`config.mk`:
```
export PLATFORM = sky130hd
export DESIGN_NAME = adc_spi_resp
export DESIGN_NICKNAME = d
export VERILOG_FILES = /design/src/rtl/adc_spi_resp.sv
export SDC_FILE = /design/constraint.sdc
export NUM_CORES = 1
export LEC_CHECK = 0
export ABC_AREA = 1
export ABC_CLOCK_PERIOD_IN_PS = 1500
export BUFFER_PORTS_ARGS = -buffer_cell sky130_fd_sc_hd__clkbuf_2
export CORE_MARGIN = 4
export CORE_UTILIZATION = 45
export DETAILED_ROUTE_END_ITERATION = 7
export GPL_ROUTABILITY_DRIVEN = 0
export REMOVE_ABC_BUFFERS = 1
export SLEW_MARGIN = 20
export SYNTH_ARGS = -nofsm -noshare
export SYNTH_HDL_FRONTEND = slang
export SYNTH_SLANG_ARGS = --single-unit
```
`constraint.sdc`:
```
create_clock -name clk -period 1.5 [get_ports clk]
set_clock_uncertainty 0.05 [all_clocks]
set_input_delay 0.15 -clock clk [delete_from_list [all_inputs] [get_ports clk]]
set_output_delay 0.15 -clock clk [all_outputs]
set_load 0.02 [all_outputs]
```
`src/rtl/adc_spi_resp.sv`:
```
`timescale 1ns/1ps
// -----------------------------------------------------------------------------
// adc_spi_resp
//
// SPI responder that stands in for the 8-channel, 12-bit SPI A2D converter so
// the round-robin A2D interface can be simulated or FPGA-looped without the
// real part. SS_n, SCLK and MOSI are oversampled in the clk domain. Each
// frame captures a 16-bit command from MOSI. In the same frame, MISO shifts
// out the conversion for the channel that the previous frame addressed.
//
// SPI mode: SCLK idles high. The monarch changes MOSI on the falling edge and
// samples on the rising edge, so this block samples MOSI on SCLK rise and
// advances MISO on SCLK fall. The monarch drops SCLK once before its first
// rise (front porch). That falling edge must not shift, because the MSB is
// already on MISO.
//
// Ports
//   clk        : system clock
//   rst_n      : asynchronous active-low reset
//   SS_n       : serf select, active low, frames a transfer
//   SCLK       : serial clock, idle high, each phase >= 8 clk
//   MOSI       : command bits from the monarch, MSB first
//   MISO       : response bits to the monarch, MSB first, 0 outside a frame
//   req_chnl   : channel whose conversion goes out in the next frame
//   conv_data  : conversion value for req_chnl, sampled when the frame starts
//   cmd_chnl   : channel field (bits 13:11) of the last complete command
//   frame_done : one-clk pulse when a frame of exactly FRAME_BITS bits ends
//   frame_err  : one-clk pulse when a frame ends with any other bit count
// -----------------------------------------------------------------------------
module adc_spi_resp #(
    parameter int         FRAME_BITS = 16,
    parameter logic [2:0] RST_CHNL   = 3'b000
) (
    input  logic        clk,
    input  logic        rst_n,
    input  logic        SS_n,
    input  logic        SCLK,
    input  logic        MOSI,
    output logic        MISO,
    output logic [2:0]  req_chnl,
    input  logic [11:0] conv_data,
    output logic [2:0]  cmd_chnl,
    output logic        frame_done,
    output logic        frame_err
);

    // The counter saturates at FRAME_BITS+1, which is enough to flag long frames.
    localparam int             CNT_W    = $clog2(FRAME_BITS + 2);
    localparam logic [CNT_W-1:0] CNT_FULL = CNT_W'(FRAME_BITS);
    localparam logic [CNT_W-1:0] CNT_SAT  = CNT_W'(FRAME_BITS + 1);

    typedef enum logic [1:0] {
        IDLE   = 2'b00,
        ACTIVE = 2'b01,
        DONE   = 2'b10
    } state_t;

    state_t state, nxt_state;

    // ------------------------------------------------------------------
    // Input synchronizers. SS_n and SCLK get a third flop for edge
    // detection. Their reset value is 1, so a reset does not look like a
    // falling edge on an idle bus.
    // ------------------------------------------------------------------
    logic [2:0] ss_sync;
    logic [2:0] sclk_sync;
    logic [1:0] mosi_sync;

    always_ff @(posedge clk or negedge rst_n) begin
        if (!rst_n) begin
            ss_sync   <= 3'b111;
            sclk_sync <= 3'b111;
            mosi_sync <= 2'b00;
        end else begin
            ss_sync   <= {ss_sync[1:0],   SS_n};
            sclk_sync <= {sclk_sync[1:0], SCLK};
            mosi_sync <= {mosi_sync[0],   MOSI};
        end
    end

    logic ss_fall, ss_rise, sclk_rise, sclk_fall;

    assign ss_fall   =  ss_sync[2]   & ~ss_sync[1];
    assign ss_rise   = ~ss_sync[2]   &  ss_sync[1];
    assign sclk_rise = ~sclk_sync[2] &  sclk_sync[1];
    assign sclk_fall =  sclk_sync[2] & ~sclk_sync[1];

    // ------------------------------------------------------------------
    // Datapath state
    // ------------------------------------------------------------------
    logic [15:0]      tx_shft;
    // Only command bits 13:11 matter. After a full 16-bit frame they sit in
    // bits 13:11 of this register; bits 15:14 have already shifted out the top.
    logic [13:0]      rx_shft;
    logic [CNT_W-1:0] bit_cnt;
    logic             first_rise;

    // FSM control strobes
    logic ld_tx;
    logic do_rx;
    logic do_tx;
    logic commit;
    logic err;

    // ------------------------------------------------------------------
    // FSM: state register
    // ------------------------------------------------------------------
    always_ff @(posedge clk or negedge rst_n) begin
        if (!rst_n) state <= IDLE;
        else        state <= nxt_state;
    end

    // ------------------------------------------------------------------
    // FSM: next state and outputs
    // ------------------------------------------------------------------
    always_comb begin
        nxt_state = state;
        MISO      = 1'b0;
        ld_tx     = 1'b0;
        do_rx     = 1'b0;
        do_tx     = 1'b0;
        commit    = 1'b0;
        err       = 1'b0;
        case (state)
            IDLE: begin
                if (ss_fall) begin
                    ld_tx     = 1'b1;
                    nxt_state = ACTIVE;
                end
            end
            ACTIVE: begin
                MISO = tx_shft[15];
                // If ss_rise arrives in the same clk as sclk_rise, the
                // sample is still taken here. DONE then sees the updated
                // count and shift register.
                if (sclk_rise)               do_rx = 1'b1;
                if (sclk_fall && first_rise) do_tx = 1'b1;
                if (ss_rise)                 nxt_state = DONE;
            end
            DONE: begin
                // An ss_fall that lands here is dropped on purpose. The
                // monarch must keep SS_n high long enough between frames.
                nxt_state = IDLE;
                if (bit_cnt == CNT_FULL) commit = 1'b1;
                else                     err    = 1'b1;
            end
            default: nxt_state = IDLE;
        endcase
    end

    // ------------------------------------------------------------------
    // Shift registers, bit counter, front-porch flag
    // ------------------------------------------------------------------
    always_ff @(posedge clk or negedge rst_n) begin
        if (!rst_n) begin
            tx_shft    <= 16'h0000;
            rx_shft    <= 14'h0000;
            bit_cnt    <= '0;
            first_rise <= 1'b0;
        end else begin
            if (ld_tx) begin
                tx_shft    <= {4'h0, conv_data};
                bit_cnt    <= '0;
                first_rise <= 1'b0;
            end else begin
                if (do_rx) begin
                    rx_shft    <= {rx_shft[12:0], mosi_sync[1]};
                    first_rise <= 1'b1;
                    if (bit_cnt != CNT_SAT) bit_cnt <= bit_cnt + 1'b1;
                end
                // Zeros fill from the bottom, so clocks past the 16th read 0.
                if (do_tx) tx_shft <= {tx_shft[14:0], 1'b0};
            end
        end
    end

    // ------------------------------------------------------------------
    // Command result and frame status pulses
    // ------------------------------------------------------------------
    always_ff @(posedge clk or negedge rst_n) begin
        if (!rst_n) begin
            cmd_chnl   <= 3'b000;
            req_chnl   <= RST_CHNL;
            frame_done <= 1'b0;
            frame_err  <= 1'b0;
        end else begin
            frame_done <= commit;
            frame_err  <= err;
            if (commit) begin
                cmd_chnl <= rx_shft[13:11];
                req_chnl <= rx_shft[13:11];
            end
        end
    end

endmodule

```
Word-level counts from Yosys, hierarchy flattened
Cells that the tools add are included.

storage, ports and cells
  register bits after elaboration = 51
  bits in latches = 0
  bits in writable memories = 0
  memory bits (read-only) = 0
  input bits = 17
  word-level logic and storage cells = 56
  memories kept = 0

operators by class
  add/sub/neg operators = 1
  multiply operators = 0
  divide/modulo/power cells = 0
  magnitude comparators = 0
  equality and inequality tests = 6
  shift-type cells = 0
  muxes and demuxes = 21
  bitwise operators = 9
  reductions and logical operators = 8

operators with widths
  cell                                                                    count
  16-bit two-way mux                                                      2
  5-bit two-way mux                                                       3
  1-bit two-way mux                                                       13
  2-bit AND reduction                                                     3
  2-bit nonzero test                                                      3
  5-bit by 1-bit adder with 5-bit output (second input constant)          1
  5-bit equality test (second input constant)                             1
  5-bit inequality test (second input constant)                           1
  1-bit NOT                                                               5
  1-bit AND                                                               4
  2-bit two-way mux                                                       2
  2-bit inequality test (second input constant)                           2
  2-bit one-hot mux with 2 select lines                                   1
  2-bit by 1-bit equality test with 1-bit output (second input constant)  1
  2-bit equality test (second input constant)                             1
  2-bit zero test                                                         1
  1-bit logical AND                                                       1

Logic depth before layout (Yosys ltp)
Gate-level depths: netlist of the first run.

  depth in word-level cells = 7
  mapped depth = 8

Worst setup path before layout of the first run
Ideal clock, no wire load.

  path type = register to register
  start = register sclk_sync[2]
  end = register tx_shft[11]
  arrival = 1160 ps
  slack = 174 ps
  stages on the path, launching flop included = 7
  path buffers = 1
  clock period less this slack = 1326 ps
  cells stage by stage = dfstp_2 nand3_1 nor2_8 nor2_8 buf_6 nand2_1 nand2_1

on the way
  longest elaborated chain between the ends = 5

RTL lines
  what                                 RTL line  RTL
  from (decl)                          66        logic [2:0] sclk_sync;
  from (signal assigned)               76        sclk_sync <= {sclk_sync[1:0], SCLK};
  1-bit AND                            86        assign sclk_fall = sclk_sync[2] & ~sclk_sync[1];
  1-bit logical AND                    137       if (sclk_fall && first_rise) do_tx = 1'b1;
  1-bit two-way mux                    137
  1-bit two-way mux                    124       case (state)
  2-bit nonzero test (no source line)  -
  to (signal assigned)                 162       tx_shft <= {4'h0, conv_data};
  to (signal assigned)                 172       if (do_tx) tx_shft <= {tx_shft[14:0], 1'b0};
  to (decl)                            91        logic [15:0] tx_shft;

Every way passes these cells.
A chain may end at the register's enable or synchronous reset.

Worst setup path in the final report of the first run
  start = register state[1]
  end = output MISO

on the way
  longest elaborated chain between the ends = 2

RTL lines
  what                                            RTL line  RTL
  from (decl)                                     58        state_t state, nxt_state;
  from (signal assigned)                          110       else state <= nxt_state;
  2-bit by 1-bit equality test with 1-bit output  124
  1-bit two-way mux                               124
  to (decl)                                       39        output logic MISO,

Every way passes these cells.

==> metrics, run 1 <==
status=finished clean; worst slew pin tran=363 ps; placed cell area=2480 um^2; Ys Warns=0; Fin. Hold Viols=0; Max Freq=slightly above 0.7 GHz; Yosys reg bits=51; CTS tree=yes; Leakage=1.46 nW; post-DR vias/cell=around 4.6; Final period util=around 94%; DRC viols=0; r2r setup slk=140 ps; GRT Resource Usage Total=about 15%; synth-to-layout area growth=14.1%; worst-path fanout max=7; Worst-Skew Late Latency=roughly 300 ps; via count=roughly 1700; TNS Setup=0 ps; Worst VDD drop=about 0.00071 V; die area=6320 um^2; Nets=~310; CP Data Arrival Time=between 1000 and 1500 ps; fill cell count=between 400 and 500; row count=25; share of layout cells above drive strength 1=about a fifth; Reg2Reg Launch Point=sclk_sync[1]; Slew Viols, Final=0; Hold Crit Class=input port to flip-flop; I/O Buffers=25; RSZ-0062 raised after global routing=no; DR pass1 iterations=4; largest net degree at the start of global routing=39; Clock Sinks=a little over 50; most common cell after layout, fill and taps aside=nand2_1; Critical Path Source Type=flip-flop; antenna viol nets, final=0; max cap viols=0; chip height=a little under 80 um; Longest Clk Path Bufs=2; Stages on worst setup path=4; I/O pin count=26; Post-Syn Instances=260; CP Capture Type=output port; first-pass GRT wire length=around 7.2 mm; Slew Limit Headroom=~76%; worst r2r dst=bit_cnt[0]; final setup vio count=0; total power=between 3 and 4 mW; HPWL after DPL=~2.7 mm; CTS root buf=clkbuf_8; slowest cell on the critical path=dfrtp_1; Initial Util=between 40% and 50%; Mapped Area=roughly 2300 um^2; initial antenna violation count=0; worst-path cell chain=inv_2 > nand2_4 > nor2_1 > clkbuf_2; Tmin final=between 1000 and 1500 ps; CP peak stage delay=410 ps; Crit Path Class=flip-flop to output port; routed wire length=about 3.9 mm; TritonCTS buffer count=5; grt total ovfl=0; initial detailed-routing violation count=~120; kind of cell adding the most delay to the critical path=flip-flops; H-tree lvl count=2; vias in the first global route=roughly 1600; Avg Cell Area, Syn=~8.9 um^2; sequential share of the synthesized area=between 50% and 60%; pwr/cell area=between 1000 and 1500 nW/um^2; most frequent cells in the layout=129 x nand2_1, 45 x dfrtp_1, 25 x clkbuf_2; Yosys cell types=23; Worst Setup EP=MISO; CTS clk-pin slew, worst paths=~80 ps; die width=between 70 and 80 um; drt wl/cell=around 11 um; Non-Filler Cell Area, Final=2630 um^2; n_diodes=0; worst path bufs/invs=2; CP required=1300 ps; CORE AREA=4850 um^2; Worst Setup SP=state[1]; number of cells on the worst reg-to-reg path=6
## registers in the layout (all words and copies together), names as in the netlist
name        cells
state           2
frame_done      1
bit_cnt         5
ss_sync         3
frame_err       1
rx_shft        14
cmd_chnl        3
sclk_sync       3
first_rise      1
mosi_sync       2
tx_shft        16
## power by group
part / switching (mW) / internal [mW] / total (mW)
combinational: 0.434 / 0.286 / 0.720
clock: 0.450 / 0.335 / 0.785
sequential: 0.173 / 1.65 / 1.82
total: 1.06 / 2.27 / 3.33
## final cells by class
cell class              instances  area [um^2]  area share, %
flip-flops and latches         51         1280           48.9
multi-input cells             184          872           33.2
inverters                      14         52.6           2.00
clock buffers                   6         72.6           2.76
clock inverters                 2         17.5          0.667
well taps                      67         83.8           3.19
repair buffers                 38          245           9.33
## cells by family after synthesis
family	count (synthesis)	share of synthesized area (%)
xor+xnor	1	0.381
compound gates	10	2.39
buf+inv	25	6.58
fa+ha+maj	3	1.63
simple gates	170	33.3
flops	51	55.8
## routing by layer
metal / vias up / global-route usage (%) / share of wire (%)
met5: - / 0 / 0
met4: 0 / 5.67 / 1.8
met3: 8 / 3.72 / 4.6
met2: 31 / 22.2 / 44
met1: 751 / 19.9 / 49
li1: 870 / - / -
## synthesized netlist by cell type
cell / count / share of area, %
a31oi_1: 1 / 0.27
buf_2: 1 / 0.22
buf_4: 5 / 1.6
buf_6: 5 / 2.4
dfrtp_1: 45 / 49
dfstp_2: 6 / 6.8
ha_1: 3 / 1.6
inv_1: 11 / 1.8
inv_2: 3 / 0.49
nand2_1: 129 / 21
nand2_2: 4 / 1.1
nand2_4: 1 / 0.49
nand3_1: 16 / 3.5
nand3_2: 1 / 0.43
nand4_1: 3 / 0.82
nor2_1: 9 / 1.5
nor2_4: 1 / 0.49
nor2_8: 4 / 3.5
nor2b_1: 1 / 0.27
nor3_1: 1 / 0.22
o21ai_0: 8 / 1.7
o21ai_2: 1 / 0.38
xor2_1: 1 / 0.38
## worst register-to-register path: stages (launching register included)
cell and delay [ps]:
dfstp_2 550, inv_1 60, nor2_1 110, nand2_2 200, nor2_4 190, nand3_1 90, nand2_1 60
## stage by stage
stage / worst slack [ps] / std cells / hold slack [ps] / utilization [%]
3_3_place_gp: 141 / 348 / 27.7 / 51.1
5_1_grt: 0.717 / 362 / 31.1 / 54.2
4_1_cts: 67.6 / 360 / 1.54 / 53.8
6_report: 93.6 / 362 / 15.8 / 54.2
2_1_floorplan: 81.8 / 249 / -196 / -
3_5_place_dp: 122 / 348 / 28.3 / 51.1
## how the worst min path moves through the flow
| stage | from | end | slack, ps | depth (start not counted) |
|---|---|---|---|---|
| after floorplan | rst_n | bit_cnt[0] | -200 | 0 |
| after global placement | rst_n | cmd_chnl[2] | 30 | 1 |
| after detailed placement | rst_n | frame_done | 30 | 1 |
| after CTS | conv_data[0] | tx_shft[0] | 2 | 3 |
| after global routing | conv_data[0] | tx_shft[0] | 30 | 3 |
| final | conv_data[0] | tx_shft[0] | 20 | 3 |
## repair_timing
action,in CTS,in global routing
gates resized for setup,0,1
setup endpoints to repair,0,10
buffers inserted,0,2
hold buffers,4,0
hold endpoints to repair,16,0
Note: power is estimated with default switching activity, not from simulation.
==> inputs of run 2 (changes only) <==
--- a/config.mk
+++ b/config.mk
@@ -12,6 +12,7 @@
 export CORE_UTILIZATION = 45
 export DETAILED_ROUTE_END_ITERATION = 7
 export GPL_ROUTABILITY_DRIVEN = 0
+export PLACE_DENSITY = 0.64
 export REMOVE_ABC_BUFFERS = 1
 export SLEW_MARGIN = 20
 export SYNTH_ARGS = -nofsm -noshare
==> run 2 against run 1 <==
Via count shrank 3.4%; worst hold slack better by 15 ps; cell count fell by 1.1%; count of clock-buffer cells in the layout down 1; sequential power is essentially flat; cell area down 1.1%; combinational power decreased by 2%; power decreased by 0.83%; critical endpoint unchanged.
==> metrics, run 2 (synthesized netlist as in run 1, its figures left out) <==
status=finished clean; CP peak stage delay=410 ps (about the same); worst slew pin tran=281 ps (-81.4 ps); final setup vio count=0 (unchanged); Initial Util=47.5% (unchanged); FF+latch area=1280 um^2 (unchanged); CP required=1300 ps (about the same); vias in the first global route=1480 (-7.4%); initial antenna violation count=0 (unchanged); Leakage=1.44 nW (-1.1%); Top Registers=tx_shft: 16 flops, rx_shft: 14 flops, bit_cnt: 5 flops; I/O Buffers=25 (unchanged); I/O pin count=26 (unchanged); Longest Clk Path Bufs=2 (unchanged); post-DR vias/cell=4.48 (-2.3%); most frequent cells in the layout=129 x nand2_1, 45 x dfrtp_1, 24 x clkbuf_2; kind of cell adding the most delay to the critical path=flip-flops; slowest cell on the critical path=dfrtp_1; H-tree lvl count=2 (unchanged); chip height=79.5 um (unchanged); Nets=310 (-1.3%); CTS tree=yes; worst-path fanout max=7 (unchanged); Post-Place Setup Slack=146 ps (+24.5 ps); Fin. Hold Viols=0 (unchanged); post-CTS setup buffer count=0 (unchanged); Final period util=94.1% (+0.33 points); Final Non-Filler Cells=358 (-1.1%); n_diodes=0 (unchanged); routed wire length=3.60 mm (-7.7%); drt wl/cell=10.1 um (-6.7%); Cells after DPL=346 (-0.57%); worst-path cell chain=inv_2 > nand2_4 > nor2_2 > buf_4; row count=25 (unchanged); first-pass GRT wire length=6.60 mm (-8.9%); antenna viol nets, final=0 (unchanged); Clock Sinks=51 (unchanged); Reg2Reg Launch Point=sclk_sync[2]; fill cell count=447 (-5.5%); RSZ-0062 raised after global routing=no; max reg flops=16 (unchanged); initial detailed-routing violation count=84 (-28%); die area=6320 um^2 (unchanged); HPWL after DPL=2.45 mm (-9.5%); Slew Viols, Final=0 (unchanged); CP Data Arrival Time=1210 ps (about the same); max cap viols=0 (unchanged); grt total ovfl=0 (unchanged); CORE AREA=4850 um^2 (unchanged); Hold Crit Class=input port to flip-flop; synth-to-layout area growth=12.9%; Tmin final=1410 ps (+5.01 ps); CP Capture Type=output port; Critical Path Source Type=flip-flop; CTS clk-pin slew, worst paths=90 ps (about the same); via count=1604 (-3.4%); Worst VDD drop=0.000593 V (-17%); DR pass1 iterations=4 (unchanged); Worst-Skew Late Latency=300 ps (about the same); Worst Setup SP=state[1]; GRT Resource Usage Total=13.0% (-1.6 points); worst path bufs/invs=2 (unchanged); Largest Register=tx_shft; Max Freq=0.709 GHz (-0.36%); Slew Limit Headroom=81.2% (+5.4 points); DRC viols=0 (unchanged); pwr/cell area=1270 nW/um^2 (+0.27%); Crit Path Class=flip-flop to output port; TritonCTS buffer count=5 (unchanged); die width=79.5 um (unchanged); largest net degree at the start of global routing=52 (+33%); Multi-input gate area=870 um^2 (-0.29%); final setup slack of the worst path=88.6 ps (-5.01 ps); most common cell after layout, fill and taps aside=nand2_1; CTS root buf=clkbuf_8; TNS Setup=0 ps (unchanged); share of layout cells above drive strength 1=20.6% (-0.74 points); HP Start=conv_data[0]
==> run 2: changes by cell type in the layout (fill, tap and decap cells not counted), sizes merged <==
cell / previous run / this run
inv: 14 / 15
buf: 9 / 6
clkbuf: 31 / 29
==> run 2: power by group <==
group,switching [mW],total [mW],internal (mW)
registers,0.169,1.82,1.65
clock network,0.443,0.778,0.334
logic,0.428,0.705,0.276
total,1.04,3.30,2.26
==> run 2: area by class of cell <==
class / count / share of cell area, %
clock buffers: 5 / 2.65
multi-input cells: 184 / 33.5
clock inverters: 3 / 0.867
well taps: 67 / 3.23
flip-flops and latches: 51 / 49.4
inverters: 14 / 2.02
repair buffers: 34 / 8.38
==> run 2: routing by layer <==
metal	vias to the layer above	wire length [um]	track usage (%)
met2	19	1610	20.0
met3	4	102	3.05
met4	0	41	4.64
li1	858	-	-
met1	723	1840	18.0
met5	-	0	0
==> run 2: what timing repair did <==
item | CTS | global route
resized for setup | 0 | 3
endpoints found under the hold margin | 48 | 0
hold buffers | 4 | 0
setup endpoints to repair | 0 | 1
==> run 2: worst paths after layout <==
check                                     to  slack, ps  cells after the start
worst min-delay path              tx_shft[0]         30                      3
min in group asynchronous         frame_done        340                      3
max in group asynchronous         ss_sync[0]        780                      3
worst min register to register  mosi_sync[1]        300                      0
worst max register to register   tx_shft[15]        140                      4
worst max-delay path                    MISO         90                      4
==> run 2: metrics by stage <==
step                instance area, um^2  util [%]  hold slack [ps]  power, mW
floorplan                          2200         -             -196       2.34
global placement                   2460      50.8              118       2.53
detailed placement                 2460      50.8              111       2.54
CTS                                2590      53.5             15.2       3.35
global route                       2600      53.6             15.6       3.55
finish                             2600      53.6             30.4       3.30
==> run 2: worst register-to-register path, stage by stage (launching register included) <==
cell,delay [ps]
dfstp_2,550
nand3_1,200
o21ai_2,170
buf_4,190
o21ai_0,90
==> inputs of run 3 (changes only) <==
--- a/config.mk
+++ b/config.mk
@@ -8,6 +8,7 @@
 export ABC_AREA = 1
 export ABC_CLOCK_PERIOD_IN_PS = 1500
 export BUFFER_PORTS_ARGS = -buffer_cell sky130_fd_sc_hd__clkbuf_2
+export CORE_ASPECT_RATIO = 1.25
 export CORE_MARGIN = 4
 export CORE_UTILIZATION = 45
 export DETAILED_ROUTE_END_ITERATION = 7
==> run 3 against run 2 <==
Sequential share of layout area is 1.4 points lower; worst hold slack worse by 19 ps; setup slack worse by 35 ps; wire length is 10% higher; cell area is 2.9% higher; maximum frequency is 2.4% lower; register-to-register slack worse by 50 ps; cell count is 2.2% lower; power is 12% higher; critical endpoint unchanged; largest power group unchanged; highest routed layer unchanged.
==> metrics, run 3 (synthesized netlist as in run 1, its figures left out) <==
status=finished clean; CP Capture Type=output port; WHS Path Cells=3 (unchanged); routed wire length=3.96 mm (+10%); drt wl/cell=11.3 um (+13%); DR pass1 iterations=4 (unchanged); Worst-Skew Late Latency=300 ps (about the same); synth-to-layout area growth=16.1%; Fin. Hold Viols=0 (unchanged); Final period util=96.4% (+2.3 points); share of layout cells above drive strength 1=20.3% (-0.27 points); placed cell area=2470 um^2 (+0.36%); DRC viols=0 (unchanged); Tmin final=1450 ps (+34.9 ps); vias in the first global route=1577 (+6.6%); most frequent cells in the layout=129 x nand2_1, 45 x dfrtp_1, 24 x clkbuf_2; Hold Crit Class=input port to flip-flop; CTS root buf=clkbuf_8; Clock Sinks=51 (unchanged); row count=28 (+12%); Sw Pwr=1.09 mW (+4.4%); I/O Buffers=25 (unchanged); Critical Path Source Type=flip-flop; HPWL after DPL=2.62 mm (+7.0%); TritonCTS buffer count=5 (unchanged); H-tree lvl count=2 (unchanged); Initial Util=47.6% (+0.14 points); TNS Setup=0 ps (unchanged); CORE AREA=4830 um^2 (-0.28%); register share of total power=49.5% (-5.6 points); number of cells on the worst reg-to-reg path=7 (+3); Max Freq=0.691 GHz (-2.4%); die area=6330 um^2 (+0.12%); Largest Register=tx_shft; grt total ovfl=0 (unchanged); Leakage=1.46 nW (+1.6%); Top Registers=tx_shft: 16 flops, rx_shft: 14 flops, bit_cnt: 5 flops; via count=1656 (+3.2%); worst slew pin tran=287 ps (+5.41 ps); GR Util met1=17.5% (-0.56 points); Worst VDD drop=0.000782 V (+32%); initial antenna violation count=0 (unchanged); largest net degree at the start of global routing=52 (unchanged); I/O pin count=26 (unchanged); Reg2Reg Launch Point=state[0]; GRT Resource Usage Total=14.2% (+1.1 points); Nets=309 (-0.32%); Slew Viols, Final=0 (unchanged); met3 Use GR=4.13% (+1.1 points); Comb pwr share=20.1% (-1.2 points); CP required=1300 ps (about the same); Internal=2.61 mW (+16%); FF+latch area=1280 um^2 (unchanged); HP Start=conv_data[0]; worst-path fanout max=7 (unchanged); routing usage on met2=23.9% (+3.9 points); grt peak-use layer=met2; die width=72.0 um (-9.5%); post-DR vias/cell=4.73 (+5.6%); total power=3.70 mW (+12%); CP Data Arrival Time=1250 ps (+40 ps); Non-Filler Cell Area, Final=2670 um^2 (+2.9%); Crit Path Class=flip-flop to output port; Longest Clk Path Bufs=2 (unchanged); max reg flops=16 (unchanged); final setup vio count=0 (unchanged); most common cell after layout, fill and taps aside=nand2_1; Multi-input gate area=891 um^2 (+2.4%); fill cell count=457 (+2.2%); CTS tree=yes; antenna viol nets, final=0 (unchanged); Slew Limit Headroom=80.8% (-0.36 points); chip height=88.0 um (+11%); max cap viols=0 (unchanged); WHS=11.0 ps (-19.4 ps); n_diodes=0 (unchanged); CTS clk-pin slew, worst paths=100 ps (about the same); pwr/cell area=1380 nW/um^2 (+8.9%); initial detailed-routing violation count=60 (-29%); clock power share=30.4% (+6.8 points); Worst Setup SP=state[1]; Net Sw Frac=29.4% (-2.1 points); first-pass GRT wire length=7.00 mm (+6.1%)
run 3: layer usage:
| layer | share of wire, % | vias to the layer above |
|---|---|---|
| met5 | 0 | - |
| met4 | 1.4 | 0 |
| met3 | 4.0 | 5 |
| met2 | 48 | 28 |
| met1 | 47 | 769 |
| li1 | - | 854 |
run 3: worst paths after layout:
kind | endpoint | slack, ps
worst max-delay path | MISO | 50
worst min-delay path | tx_shft[0] | 10
worst max register to register | tx_shft[7] | 90
worst min register to register | mosi_sync[1] | 300
max in group asynchronous | ss_sync[2] | 800
min in group asynchronous | rx_shft[3] | 300
run 3: power by group through the flow:
stage	clock network [mW]	registers, mW	logic (mW)
after floorplan	0	1.81	0.532
after global placement	0	1.84	0.706
after detailed placement	0	1.84	0.733
after CTS	1.15	1.82	0.743
after global routing	1.21	1.86	0.876
final	1.12	1.83	0.742
run 3: final cells by class:
cell class | count | area share (%)
sequential | 51 | 48.0
multi-input combinational | 184 | 33.3
timing repair buffer | 33 | 8.80
tap | 60 | 2.81
clock buffer | 5 | 2.57
clock inverter | 3 | 2.53
inverter | 14 | 1.97
run 3: metrics by stage:
stage          utilization (%)  setup WS [ps]  std cells
4_1_cts                   54.9           26.4        350
6_report                  55.3           53.7        350
5_1_grt                   55.3          -9.34        350
3_5_place_dp              51.1            115        338
2_1_floorplan                -           81.8        249
3_3_place_gp              51.1            147        338
run 3: timing repair:
item,CTS,global route
resized for setup,2,3
endpoints found under the setup margin,1,1
hold buffers,4,0
setup buffers,0,0
hold endpoints to repair,48,0
pin swaps,0,1
run 3: critical path: stages, from the launching register on:
cell	delay, ps
dfrtp_1	430
inv_2	130
nand2_8	110
nor2_4	100
clkbuf_4	170
